==> src/rtl/sram_read_slave.sv <==
// AXI read responder for a single-port synchronous SRAM: one burst at a time,
// one SRAM fetch per beat, registered R channel with RREADY backpressure.
//
// state | meaning
// IDLE  | ARREADY high, waiting for an AR request
// FETCH | SRAM strobed at r_addr (suppressed for error bursts)
// WAIT  | SRAM data returns, captured into the R registers
// RESP  | RVALID high, holding the beat until RREADY
module sram_read_slave #(
    parameter int IDS_W  = 8,
    parameter int DATA_W = 32,
    parameter int ADDR_W = 32,
    parameter int MEM_AW = 14
) (
    input  logic              clk,
    input  logic              rst,
    input  logic [IDS_W-1:0]  ARID,
    input  logic [ADDR_W-1:0] ARADDR,
    input  logic [3:0]        ARLEN,
    input  logic [2:0]        ARSIZE,
    input  logic [1:0]        ARBURST,
    input  logic              ARVALID,
    output logic              ARREADY,
    output logic [IDS_W-1:0]  RID,
    output logic [DATA_W-1:0] RDATA,
    output logic [1:0]        RRESP,
    output logic              RLAST,
    output logic              RVALID,
    input  logic              RREADY,
    output logic              mem_cs,
    output logic [MEM_AW-1:0] mem_addr,
    input  logic [DATA_W-1:0] mem_rdata
);

    typedef enum logic [1:0] {
        S_IDLE,
        S_FETCH,
        S_WAIT,
        S_RESP
    } state_t;

    state_t              r_state,   w_state_nxt;
    logic [IDS_W-1:0]    r_id,      w_id_nxt;
    logic [3:0]          r_len,     w_len_nxt;
    logic [3:0]          r_beat,    w_beat_nxt;
    logic [MEM_AW-1:0]   r_addr,    w_addr_nxt;
    logic                r_err,     w_err_nxt;
    logic                r_incr,    w_incr_nxt;
    logic                r_arready, w_arready_nxt;
    logic                r_rvalid,  w_rvalid_nxt;
    logic                r_rlast,   w_rlast_nxt;
    logic [IDS_W-1:0]    r_rid,     w_rid_nxt;
    logic [DATA_W-1:0]   r_rdata,   w_rdata_nxt;
    logic [1:0]          r_rresp,   w_rresp_nxt;
    logic                w_ar_hs;
    logic                w_unused;

    // Byte-lane and above-SRAM address bits carry no information for word reads.
    assign w_unused = ^{ARADDR[ADDR_W-1:MEM_AW+2], ARADDR[1:0]};

    assign w_ar_hs = (r_state == S_IDLE) & r_arready & ARVALID;

    always_comb begin
        w_state_nxt   = r_state;
        w_id_nxt      = r_id;
        w_len_nxt     = r_len;
        w_beat_nxt    = r_beat;
        w_addr_nxt    = r_addr;
        w_err_nxt     = r_err;
        w_incr_nxt    = r_incr;
        w_arready_nxt = r_arready;
        w_rvalid_nxt  = r_rvalid;
        w_rlast_nxt   = r_rlast;
        w_rid_nxt     = r_rid;
        w_rdata_nxt   = r_rdata;
        w_rresp_nxt   = r_rresp;

        case (r_state)
            S_IDLE: begin
                w_arready_nxt = 1'b1;
                if (w_ar_hs) begin
                    w_id_nxt      = ARID;
                    w_len_nxt     = ARLEN;
                    w_addr_nxt    = ARADDR[MEM_AW+1:2];
                    w_err_nxt     = (ARSIZE != 3'b010) | ARBURST[1];
                    w_incr_nxt    = (ARBURST == 2'b01);
                    w_beat_nxt    = 4'd0;
                    w_arready_nxt = 1'b0;
                    w_state_nxt   = S_FETCH;
                end
            end
            S_FETCH: begin
                w_state_nxt = S_WAIT;
            end
            S_WAIT: begin
                w_rdata_nxt  = r_err ? '0 : mem_rdata;
                w_rvalid_nxt = 1'b1;
                w_rlast_nxt  = (r_beat == r_len);
                w_rresp_nxt  = r_err ? 2'b10 : 2'b00;
                w_rid_nxt    = r_id;
                w_state_nxt  = S_RESP;
            end
            S_RESP: begin
                if (RREADY) begin
                    w_rvalid_nxt = 1'b0;
                    if (r_rlast) begin
                        w_rlast_nxt   = 1'b0;
                        w_arready_nxt = 1'b1;
                        w_state_nxt   = S_IDLE;
                    end else begin
                        w_beat_nxt  = r_beat + 4'd1;
                        // Natural MEM_AW-bit wrap at the top of the SRAM.
                        if (r_incr)
                            w_addr_nxt = r_addr + {{(MEM_AW-1){1'b0}}, 1'b1};
                        w_state_nxt = S_FETCH;
                    end
                end
            end
            default: begin
                w_state_nxt = S_IDLE;
            end
        endcase
    end

    always_ff @(posedge clk or negedge rst) begin
        if (!rst) begin
            r_state   <= S_IDLE;
            r_id      <= '0;
            r_len     <= 4'd0;
            r_beat    <= 4'd0;
            r_addr    <= '0;
            r_err     <= 1'b0;
            r_incr    <= 1'b0;
            r_arready <= 1'b0;
            r_rvalid  <= 1'b0;
            r_rlast   <= 1'b0;
            r_rid     <= '0;
            r_rdata   <= '0;
            r_rresp   <= 2'b00;
        end else begin
            r_state   <= w_state_nxt;
            r_id      <= w_id_nxt;
            r_len     <= w_len_nxt;
            r_beat    <= w_beat_nxt;
            r_addr    <= w_addr_nxt;
            r_err     <= w_err_nxt;
            r_incr    <= w_incr_nxt;
            r_arready <= w_arready_nxt;
            r_rvalid  <= w_rvalid_nxt;
            r_rlast   <= w_rlast_nxt;
            r_rid     <= w_rid_nxt;
            r_rdata   <= w_rdata_nxt;
            r_rresp   <= w_rresp_nxt;
        end
    end

    assign ARREADY  = r_arready;
    assign RVALID   = r_rvalid;
    assign RLAST    = r_rlast;
    assign RID      = r_rid;
    assign RDATA    = r_rdata;
    assign RRESP    = r_rresp;
    assign mem_cs   = (r_state == S_FETCH) & ~r_err;
    assign mem_addr = r_addr;

endmodule

==> config.mk <==
export PLATFORM = sky130hd
export DESIGN_NAME = sram_read_slave
export DESIGN_NICKNAME = d
export VERILOG_FILES = /design/src/rtl/sram_read_slave.sv
export SDC_FILE = /design/constraint.sdc
export NUM_CORES = 1
export LEC_CHECK = 0
export BUFFER_PORTS_ARGS = -buffer_cell sky130_fd_sc_hd__buf_4
export CORE_ASPECT_RATIO = 1.25
export CORE_UTILIZATION = 53
export DETAILED_ROUTE_END_ITERATION = 8
export GPL_ROUTABILITY_DRIVEN = 0
export GPL_TIMING_DRIVEN = 0
export PLACE_DENSITY = 0.84
export SLEW_MARGIN = 5
export SYNTH_ARGS = -nofsm -noshare
export SYNTH_HDL_FRONTEND = slang
export SYNTH_SLANG_ARGS = --single-unit
==> constraint.sdc <==
create_clock -name clk -period 3.65 [get_ports clk]
set_input_delay 0.5475 -clock clk [delete_from_list [all_inputs] [get_ports clk]]
set_output_delay 0.5475 -clock clk [all_outputs]
set_load 0.1 [all_outputs]
==> insert_results.sql <==
INSERT INTO impl_metrics (metric_group, metric, value, unit) VALUES
('global_route', 'wire_length_of_the_first_global_routing_pass', '16500', 'µm'),
('critical_path', 'critPathArrivalTime', '2.51', 'ns'),
('global_route', 'grt_start_max_net_pins', '79', ''),
('synthesis', 'nets_in_the_synthesized_netlist', '472', ''),
('clocking', 'clock_sinks', '78', ''),
('floorplan', 'dieArea', '7640', 'µm²'),
('clocking', 'cts-htree-levels', '3', ''),
('clocking', 'cts-root-to-sink-buffers', '2', ''),
('sta', 'worst_pin_slew', '0.960', 'ns'),
('synthesis', 'synthesis.yosys.warnings', '0', ''),
('sta', 'drv_slew', '0', ''),
('clocking', 'clock_tree.root_cell', 'clkbuf_8', ''),
('synthesis', 'postSynthRegisterBits', '78', ''),
('critical_path', 'worstSetupPathType', 'reg -> reg', ''),
('drt', 'number_of_drc_violations_after_detailed_routing_iteration_0', '223', ''),
('placement', 'place.detailed.hpwl', '7160', 'µm'),
('floorplan', 'dieHeight', '97.5', 'µm'),
('drt', 'ant_nets', '0', ''),
('synthesis', 'synthCells', '380', ''),
('floorplan', 'initial_cell_density_of_the_core', '55.0', '%'),
('synthesis', 'syn_avg_cell_area', '10.2', 'µm²'),
('drt', 'drt_pass1_iterations', '5', ''),
('drt', 'drt_drc_violations_left', '0', ''),
('sta', 'setup-violations-final', '0', ''),
('clocking', 'clk_pin_slew_worst_paths', '0.08', 'ns'),
('floorplan', 'io_pins', '145', ''),
('global_route', 'antenna_found_initial', '0', ''),
('sta', 'rsz0062_at_grt', 'false', ''),
('synthesis', 'synth.yosys.seq_area_share', '50.5', '%'),
('clocking', 'cts_inserted_buffers', '9', ''),
('placement', 'port_buffers', '125', ''),
('status', 'result_of_the_run', 'finished clean', ''),
('synthesis', 'post_synth_num_cell_types', '54', ''),
('drt', 'num_vias', '3461', ''),
('floorplan', 'fp.coreArea', '7020', 'µm²'),
('drt', 'post_detailed_route_wirelength_per_cell', '16.3', 'µm'),
('synthesis', 'post_synth_top_flop', 'dfrtp_1', ''),
('sta', 'tns', '0', 'ns'),
('sta', 'clock-skew-final', '0.00762', 'ns'),
('critical_path', 'crit_fanout', '10', ''),
('sta', 'post-route-min-period', '2.28', 'ns'),
('critical_path', 'endpoint_kind', 'flop', ''),
('worst_hold_path', 'timing.hold.worst.class', 'in -> async', ''),
('floorplan', 'fp-row-count', '34', ''),
('layout', 'layout-drive-gt1-share', '34.0', '%'),
('sta', 'final_min_period_over_clock_period', '62.6', '%'),
('sta', 'maxClockFrequency', '438', 'MHz'),
('layout', 'fin_nets', '608', ''),
('layout', 'antenna_cells_inserted', '0', ''),
('sta', 'maxSlewHeadroom', '36.0', '%'),
('global_route', 'grt_util_all_layers', '27.6', '%'),
('floorplan', 'die_w', '78.4', 'µm'),
('job', 'max_cap_viol_count', '0', ''),
('critical_path', 'worstPathRequired', '3.88', 'ns'),
('drt', 'postRouteWirelength', '9990', 'µm'),
('clocking', 'insertion_delay', '0.34', 'ns'),
('clocking', 'post-cts-setup-buffers', '0', ''),
('sta', 'fin_worst_hold_slack', '0.354', 'ns'),
('drt', 'vias_per_cell', '5.66', ''),
('synthesis', 'synth_edf_count', '0', ''),
('synthesis', 'mappedNetlistArea', '3860', 'µm²'),
('layout', 'syn_to_final_growth', '33.0', '%'),
('sta', 'hold_viol_final', '0', ''),
('global_route', 'grt_pass1_vias', '3467', ''),
('critical_path', 'setup.worst_path.start_class', 'flop', ''),
('clocking', 'cts_hold_repair.buffers', '0', ''),
('synthesis', 'synth_async_sr_flop_share', '100', '%'),
('clocking', 'cts_tree', 'built', ''),
('clocking', 'cts.repair.resized', '0', ''),
('global_route', 'global_route.overflow_total', '0', '');
critical path: stages (launching register included):
cell      delay (ns)
dfrtp_1         0.44
inv_1           0.13
ha_1            0.22
buf_4           0.18
and3_1          0.15
clkbuf_1        0.33
buf_2           0.34
mux2_2          0.37
path summary, 6_finish.rpt:
| check | start | end | slack [ns] | cells after the start |
|---|---|---|---|---|
| max | r_state[0] | r_len[3] | 1.37 | 7 |
| min | rst | RDATA[0] | 0.35 | 1 |
| max reg2reg | r_state[0] | r_len[3] | 1.37 | 7 |
| min reg2reg | RRESP[1] | RRESP[1] | 0.51 | 1 |
| max in group asynchronous | rst | RDATA[31] | 2.68 | 1 |
| min in group clk | ARADDR[4] | mem_addr[2] | 0.41 | 3 |
per-stage QoR:
stage          area, µm²  utilization [%]  cells  setup WS, ns
2_1_floorplan       3860                -    380          1.13
3_3_place_gp        4910             70.0    595          1.43
3_5_place_dp        4910             70.0    595          1.39
4_1_cts             5140             73.2    611          1.36
5_1_grt             5140             73.2    611          1.23
6_report            5140             73.2    611          1.37
cells in the mapped netlist, drive strengths merged (4+ instances only):
master / n / area share, %
nor2: 11 / 1.1
o211ai: 4 / 0.78
nand4: 6 / 0.97
ha: 7 / 2.3
a21oi: 10 / 1.3
o22ai: 5 / 0.81
inv: 40 / 3.9
nand2: 15 / 1.5
mux2i: 4 / 1.0
nor4: 4 / 0.65
buf: 12 / 1.7
mux2: 22 / 6.4
clkbuf: 12 / 1.2
dfrtp: 78 / 51
o21ai: 50 / 6.5
nor3: 4 / 0.52
nand3: 11 / 1.4
a211oi: 4 / 1.0
nand3b: 33 / 6.4
registers in the layout, summed over array words and instances (netlist names):
| signal | flops |
|---|---|
| RLAST | 1 |
| ARREADY | 1 |
| r_state | 2 |
| RID | 8 |
| r_incr | 1 |
| RDATA | 32 |
| mem_addr | 14 |
| RRESP | 1 |
| r_err | 1 |
| r_len | 4 |
| RVALID | 1 |
| r_id | 8 |
| r_beat | 4 |
cells in the final DEF, fill, tap and decap left out, types with 6 or more instances in the layout:
master,n
buf_4,129
dfrtp_1,78
o21ai_0,50
inv_1,40
nand3b_1,33
mux2_2,22
nand2_1,15
clkbuf_1,13
nand3_1,11
nor2_1,10
a21oi_1,10
clkbuf_8,10
ha_1,7
nand4_1,6
cell type report:
| cell class | count | area [µm²] |
|---|---|---|
| plain buffers | 24 | 110 |
| clock buffers | 11 | 141 |
| clock inverters | 5 | 81.3 |
| fillers | 503 | 1880 |
| inverters | 41 | 154 |
| multi-input cells | 237 | 1650 |
| flip-flops and latches | 78 | 1950 |
| well taps | 90 | 113 |
| repair buffers | 125 | 938 |
cell families (layout without fill, tap and decap cells):
logic type,count (synthesis),after routing,share of synthesized area (%)
AOI/OAI and AO/OA,100,100,16.3
xor gates and xnor gates,4,4,0.907
adders and majority gates,7,7,2.27
buffers and inverters,65,206,6.83
DFF,78,78,50.5
muxes,26,26,7.45
other,1,1,0.0971
and+or+nand+nor,99,99,15.6
per-layer routing:
metal	track usage, %	vias up	wire length [µm]
met3	5.54	22	736
met4	8.12	0	157
li1	-	1625	-
met5	0	-	0
met1	35.4	1651	4050
met2	47.0	163	5050
Power is left out: the tool's default activity adds up to more than one toggle a clock period on the data nets, which glitch-free logic cannot reach.
